==> src/rtl/ahb_arb_if.sv <==
// AHB arbiter bus bundle: master requests and transfer qualifiers in, grant and
// owner indices out. The slave modport is the arbiter's view.
interface ahb_arb_if #(
    parameter int unsigned NUM_MASTERS = 4
);
    localparam int unsigned MW = (NUM_MASTERS > 1) ? $clog2(NUM_MASTERS) : 1;

    logic [NUM_MASTERS-1:0] i_hbusreq;
    logic                   i_hready;
    logic [1:0]             i_htrans;
    logic [2:0]             i_hburst;
    logic [1:0]             i_hresp;
    logic [NUM_MASTERS-1:0] o_hgrant;
    logic [MW-1:0]          o_hmaster;
    logic [MW-1:0]          o_hmaster_data;

    modport master (
        output i_hbusreq, i_hready, i_htrans, i_hburst, i_hresp,
        input  o_hgrant, o_hmaster, o_hmaster_data
    );

    modport slave (
        input  i_hbusreq, i_hready, i_htrans, i_hburst, i_hresp,
        output o_hgrant, o_hmaster, o_hmaster_data
    );
endinterface

==> src/rtl/ahb_arbiter.sv <==
// Round-robin AHB bus arbiter with hold-time limit and address/data owner tracking.
// Define AHB_ARB_BURST_LOCK_EN to keep the grant for the length of fixed-length bursts.
module ahb_arbiter #(
    parameter int unsigned NUM_MASTERS = 4,
    parameter int unsigned MAX_HOLD    = 16
) (
    input logic      i_hclk,
    input logic      i_hreset,
    ahb_arb_if.slave bus
);
    localparam int unsigned MW = (NUM_MASTERS > 1) ? $clog2(NUM_MASTERS) : 1;
    localparam int unsigned HW = (MAX_HOLD > 0) ? $clog2(MAX_HOLD + 1) : 1;
    localparam int unsigned BW = 4;

    // grant_idx doubles as the round-robin pointer: it only moves with the grant
    logic [NUM_MASTERS-1:0] grant, next_grant;
    logic [MW-1:0]          grant_idx, next_idx;
    logic [MW-1:0]          hmaster, hmaster_data;
    logic [HW-1:0]          hold_cnt, next_hold;
    logic [MW-1:0]          rr_idx, cand;
    logic                   rr_found;
    int unsigned            scan_idx;
    logic                   owner_req, others_req, hold_full, arbitrate;

`ifdef AHB_ARB_BURST_LOCK_EN
    localparam logic [1:0] HTRANS_NONSEQ = 2'd2;
    localparam logic [1:0] HTRANS_SEQ    = 2'd3;
    localparam logic [1:0] HRESP_OKAY    = 2'd0;

    logic [BW-1:0] beats, next_beats;
    logic          err;
`endif

    // Round-robin scan starting after the current owner, owner checked last
    always_comb begin
        rr_found = 1'b0;
        rr_idx   = '0;
        scan_idx = '0;
        cand     = '0;
        for (int unsigned k = 1; k <= NUM_MASTERS; k++) begin
            scan_idx = (32'(grant_idx) + k) % NUM_MASTERS;
            cand     = MW'(scan_idx);
            if (!rr_found && bus.i_hbusreq[cand]) begin
                rr_found = 1'b1;
                rr_idx   = cand;
            end
        end
    end

    // Winner selection and hold counter
    always_comb begin
        owner_req  = |(bus.i_hbusreq & grant);
        others_req = |(bus.i_hbusreq & ~grant);
        hold_full  = (hold_cnt >= HW'(MAX_HOLD));
`ifdef AHB_ARB_BURST_LOCK_EN
        err        = (bus.i_hresp != HRESP_OKAY);
        arbitrate  = bus.i_hready && ((beats <= BW'(1)) || err);
`else
        arbitrate  = bus.i_hready;
`endif
        next_idx = grant_idx;
        if (arbitrate) begin
            if (owner_req && !(others_req && hold_full)) begin
                next_idx = grant_idx;
            end else if (rr_found) begin
                next_idx = rr_idx;
            end else begin
                next_idx = '0;
            end
        end
        next_grant = NUM_MASTERS'(1) << next_idx;

        if (next_idx != grant_idx) begin
            next_hold = '0;
        end else if (hold_full) begin
            next_hold = hold_cnt;
        end else begin
            next_hold = hold_cnt + HW'(1);
        end
    end

`ifdef AHB_ARB_BURST_LOCK_EN
    // Beats remaining in the current fixed-length burst; an error response wins over a load
    always_comb begin
        next_beats = beats;
        if (err) begin
            next_beats = '0;
        end else if (bus.i_htrans == HTRANS_NONSEQ) begin
            case (bus.i_hburst)
                3'd2, 3'd3: next_beats = BW'(3);
                3'd4, 3'd5: next_beats = BW'(7);
                3'd6, 3'd7: next_beats = BW'(15);
                default:    next_beats = '0;
            endcase
        end else if ((bus.i_htrans == HTRANS_SEQ) && (beats != '0)) begin
            next_beats = beats - BW'(1);
        end
    end
`endif

    // All state advances only on transfer-complete cycles
    always_ff @(posedge i_hclk or posedge i_hreset) begin
        if (i_hreset) begin
            grant        <= NUM_MASTERS'(1);
            grant_idx    <= '0;
            hmaster      <= '0;
            hmaster_data <= '0;
            hold_cnt     <= '0;
`ifdef AHB_ARB_BURST_LOCK_EN
            beats        <= '0;
`endif
        end else if (bus.i_hready) begin
            grant        <= next_grant;
            grant_idx    <= next_idx;
            hmaster      <= grant_idx;
            hmaster_data <= hmaster;
            hold_cnt     <= next_hold;
`ifdef AHB_ARB_BURST_LOCK_EN
            beats        <= next_beats;
`endif
        end
    end

    assign bus.o_hgrant       = grant;
    assign bus.o_hmaster      = hmaster;
    assign bus.o_hmaster_data = hmaster_data;
endmodule

==> src/flat_wrapper.sv <==
// flat-port wrapper written by rule: the top's interface ports become plain ports
module ahb_arbiter_flat 
#(
    parameter int unsigned NUM_MASTERS = 4,
    parameter int unsigned MAX_HOLD    = 16
)
  (i_hclk, i_hreset, bus_i_hbusreq, bus_i_hready, bus_i_htrans, bus_i_hburst, bus_i_hresp, bus_o_hgrant, bus_o_hmaster, bus_o_hmaster_data);
  ahb_arb_if #(.NUM_MASTERS(NUM_MASTERS)) bus_i ();
  input logic i_hclk;
  input logic i_hreset;
  input wire logic [$bits(bus_i.i_hbusreq)-1:0] bus_i_hbusreq;
  input wire logic [$bits(bus_i.i_hready)-1:0] bus_i_hready;
  input wire logic [$bits(bus_i.i_htrans)-1:0] bus_i_htrans;
  input wire logic [$bits(bus_i.i_hburst)-1:0] bus_i_hburst;
  input wire logic [$bits(bus_i.i_hresp)-1:0] bus_i_hresp;
  output wire logic [$bits(bus_i.o_hgrant)-1:0] bus_o_hgrant;
  output wire logic [$bits(bus_i.o_hmaster)-1:0] bus_o_hmaster;
  output wire logic [$bits(bus_i.o_hmaster_data)-1:0] bus_o_hmaster_data;
  assign bus_i.i_hbusreq = bus_i_hbusreq;
  assign bus_i.i_hready = bus_i_hready;
  assign bus_i.i_htrans = bus_i_htrans;
  assign bus_i.i_hburst = bus_i_hburst;
  assign bus_i.i_hresp = bus_i_hresp;
  assign bus_o_hgrant = bus_i.o_hgrant;
  assign bus_o_hmaster = bus_i.o_hmaster;
  assign bus_o_hmaster_data = bus_i.o_hmaster_data;
  ahb_arbiter #(.NUM_MASTERS(NUM_MASTERS), .MAX_HOLD(MAX_HOLD)) u_core (.i_hclk(i_hclk), .i_hreset(i_hreset), .bus(bus_i));
endmodule
==> config.mk <==
export PLATFORM = sky130hd
export DESIGN_NAME = ahb_arbiter_flat
export DESIGN_NICKNAME = d
export VERILOG_FILES = /design/src/rtl/ahb_arb_if.sv /design/src/rtl/ahb_arbiter.sv /design/src/flat_wrapper.sv
export SDC_FILE = /design/constraint.sdc
export NUM_CORES = 1
export LEC_CHECK = 0
export BUFFER_PORTS_ARGS = -buffer_cell sky130_fd_sc_hd__buf_2
export CAP_MARGIN = 30
export CORE_MARGIN = 2
export CORE_UTILIZATION = 55
export CTS_CLUSTER_SIZE = 25
export DETAILED_ROUTE_END_ITERATION = 10
export GPL_TIMING_DRIVEN = 0
export PLACE_DENSITY = 0.82
export SLEW_MARGIN = 20
export SYNTH_ARGS = -nofsm -noshare
export SYNTH_HDL_FRONTEND = slang
export SYNTH_SLANG_ARGS = --single-unit
==> constraint.sdc <==
create_clock -name i_hclk -period 5.1 [get_ports i_hclk]
set_input_delay 0.255 -clock i_hclk [delete_from_list [all_inputs] [get_ports i_hclk]]
set_output_delay 0.255 -clock i_hclk [all_outputs]
set_load 0.03 [all_outputs]
==> qor.tcl <==
set qor(outcome) {finished clean}
set qor(critPathKind) {reg2reg}
set qor(vias_in_the_first_global_route) 670
set qor(post-route-drc-count) 0
set qor(fp.dieArea_um2) 1950
set qor(num_rows) 14
set qor(finalClockSkew_ns) 0.000857
set qor(gp_congestion) 0.869
set qor(clk_latency_ns) 0.28
set qor(antenna_found_initial) 0
set qor(num-nets-final) 126
set qor(grt.total_usage_pct) 21.1
set qor(dieWidth_um) 44.1
set qor(dp_cells) 121
set qor(cts_tree) {done}
set qor(worst_hold_slack_ns) 0.0112
set qor(drt_pre_antenna_iters) 4
set qor(first_pass_grt_wire_length_um) 3000
set qor(clk_pin_slew_ns) 0.09
set qor(postSynthRegisterBits) 15
set qor(critical_path_required_ns) 5.32
set qor(worst-slew-pin-transition_ns) 0.563
set qor(critical_path.startpoint_type) {flip-flop}
set qor(detail_route.iter0.violations) 22
set qor(cts_buffer_depth) 2
set qor(final_count_of_hold_timing_violations) 0
set qor(coreArea_um2) 1510
set qor(fin_cells) 125
set qor(grt_start_max_net_pins) 16
set qor(pwr_density_cell_nw_per_um2) 549
set qor(synth.yosys.warnings) 0
set qor(postRouteAntennaNets) 0
set qor(post-route-min-period_ns) 1.88
set qor(finalSetupViolCount) 0
set qor(worst_path_max_delay_cell) {sky130_fd_sc_hd__dfstp_2}
set qor(cell_area_after_technology_mapping_um2) 886
set qor(drt-vias-per-instance) 5.99
set qor(yosys.cell_count.top_type) {sky130_fd_sc_hd__dfrtp_1}
set qor(post-synth-top-area-fraction_pct) 39.5
set qor(ys.flop_type) {sky130_fd_sc_hd__dfrtp_1}
set qor(die-height_um) 44.1
set qor(dp_hpwl_um) 1370
set qor(cts_root_buffer) {sky130_fd_sc_hd__clkbuf_4}
set qor(finalMaxSlewViolations) 0
set qor(relSlewSlack_pct) 62.4
set qor(critical_path.endpoint_type) {flip-flop}
set qor(design.portCount) 22
set qor(start_util_pct) 58.8
set qor(port_buffers) 13
set qor(p_leak_nw) 0.451
set qor(postCtsHoldBufs) 0
set qor(cts_resized) 0
set qor(timing.critical_path.max_delay_family) {compound AO/OA/AOI/OAI gates}
set qor(worstPathCellList) {nor2b_1, o41ai_4, a211oi_1, a311oi_2, a22o_1}
set qor(routed-via-count) 749
set qor(cap_violations) 0
set qor(timing.hold.worst.class) {in2async}
set qor(post_synth_inst_count) 92
set qor(yosysTopAreaCell) {sky130_fd_sc_hd__dfrtp_1}
set qor(final_core_utilization_pct) 66.2
set qor(synth.yosys.seq_area_share_pct) 42.5
set qor(synth_edf_count) 0
set qor(clkSinkCount) 15
set qor(final_wl_um) 1820
set qor(unrepaired_setup_endpoints_after_global_routing) {no}
set qor(synth.distinct_cells) 37
set qor(worst-path-max-fanout) 4
set qor(critPathArrivalTime_ns) 2.10
set qor(number_of_buffers_added_for_setup_after_cts) 0
set qor(area_growth_syn_to_layout_pct) 12.6
set qor(htree_num_levels) 1
set qor(globalRouteOverflowTotal) 0
set qor(worst-path-buf-inv) 0
set qor(clock.fmax_mhz) 531
set qor(synth.top_cells.by_area) {sky130_fd_sc_hd__dfrtp_1 (40%), sky130_fd_sc_hd__mux2_2 (5.1%), sky130_fd_sc_hd__nor2_1 (4.2%), sky130_fd_sc_hd__a21oi_1 (4.0%), sky130_fd_sc_hd__nor2b_1 (3.5%)}
set qor(crit_path_max_incr_delay_ns) 0.57
set qor(routed_wire_length_per_instance_um) 14.5
set qor(tns_ns) 0
set qor(synthTopCellsByCount) {sky130_fd_sc_hd__dfrtp_1 (14), sky130_fd_sc_hd__nor2_1 (10), sky130_fd_sc_hd__a21oi_1 (7)}
set qor(vdd_ir_drop_max_mv) 0.333
set qor(syn_nets) 108
set qor(cts-buffers-inserted) 3
set qor(syn-mean-instance-area_um2) 9.63
set qor(final.period_utilization_pct) 37.0
set qor(drive_above_1_share_pct) 23.9
set qor(antenna-diode-count) 0
set qor(async_reset_ff_share_pct) 100
[metal layers]
| layer | GRT usage (%) | part of all wire [%] |
|---|---|---|
| met5 | 0 | 0 |
| met4 | 8.48 | 1.5 |
| met3 | 2.86 | 5.1 |
| met2 | 35.0 | 48 |
| met1 | 27.9 | 45 |
[kinds of logic after synthesis]
logic type               Yosys count  synth area share (%)
AO/OA/AOI/OAI                     28                  24.2
multiplexers                       4                  5.08
buffers and inverters              9                  3.95
AND/OR/NAND/NOR                   31                  18.5
XOR/XNOR                           3                  2.97
adder cells (fa/ha/maj)            2                  2.82
flip-flops                        15                  42.5
[path summary, 6_finish.rpt]
check                                             start                      endpoint  slack (ns)  cells after the start
max                              u_core.bus.o_hgrant[0]        u_core.bus.o_hgrant[1]        3.22                      5
min                                            i_hreset  u_core.bus.o_hmaster_data[0]        0.01                      2
max reg2reg                      u_core.bus.o_hgrant[0]        u_core.bus.o_hgrant[1]        3.22                      5
min reg2reg                u_core.bus.o_hmaster_data[0]  u_core.bus.o_hmaster_data[0]        0.51                      1
max in group asynchronous                      i_hreset        u_core.bus.o_hgrant[0]        4.72                      2
min in group i_hclk                        bus_i_hready        u_core.bus.o_hgrant[3]        0.32                      4
[through the flow]
step / setup slack, ns / power (W) / cell area (µm²)
3_5_place_dp: 3.24 / 0.000482 / 971
5_1_grt: 3.10 / 0.000586 / 997
6_report: 3.22 / 0.000548 / 997
3_3_place_gp: 3.32 / 0.000472 / 971
4_1_cts: 3.23 / 0.000550 / 997
2_1_floorplan: 3.27 / 0.000412 / 886
[report_power, final]
part           switching [W]  internal [W]  leakage [nW]
Combinational       0.000176      0.000100         0.248
Clock              0.0000371     0.0000303        0.0150
Sequential         0.0000349      0.000169         0.189
[cells in the final DEF, fill, tap and decap left out, types with 3 or more instances in the layout]
cell type	Yosys	final
sky130_fd_sc_hd__clkbuf_4	0	3
sky130_fd_sc_hd__mux2_2	4	4
sky130_fd_sc_hd__dfrtp_1	14	14
sky130_fd_sc_hd__nor2_1	10	10
sky130_fd_sc_hd__inv_1	5	5
sky130_fd_sc_hd__a21oi_1	7	7
sky130_fd_sc_hd__buf_2	1	14
sky130_fd_sc_hd__o21ai_0	5	5
sky130_fd_sc_hd__nor2b_1	5	5
sky130_fd_sc_hd__nand2_1	5	5
sky130_fd_sc_hd__clkbuf_1	3	4
sky130_fd_sc_hd__a211oi_1	3	3
[registers in the layout (all words and copies together) (netlist names)]
name                       count
u_core.bus.o_hmaster           2
u_core.hold_cnt                5
u_core.bus.o_hmaster_data      2
u_core.bus.o_hgrant            4
u_core.grant_idx               2
[cell type report]
| cell class | count | area (µm²) |
|---|---|---|
| Fill cell | 123 | 509 |
| Buffer | 4 | 16.3 |
| Inverter | 5 | 18.8 |
| Sequential cell | 15 | 377 |
| Clock buffer | 4 | 26.3 |
| Multi-Input combinational cell | 68 | 474 |
| Timing Repair Buffer | 13 | 65.1 |
| Tap cell | 16 | 20.0 |
Power figures use the tool's default switching activity.
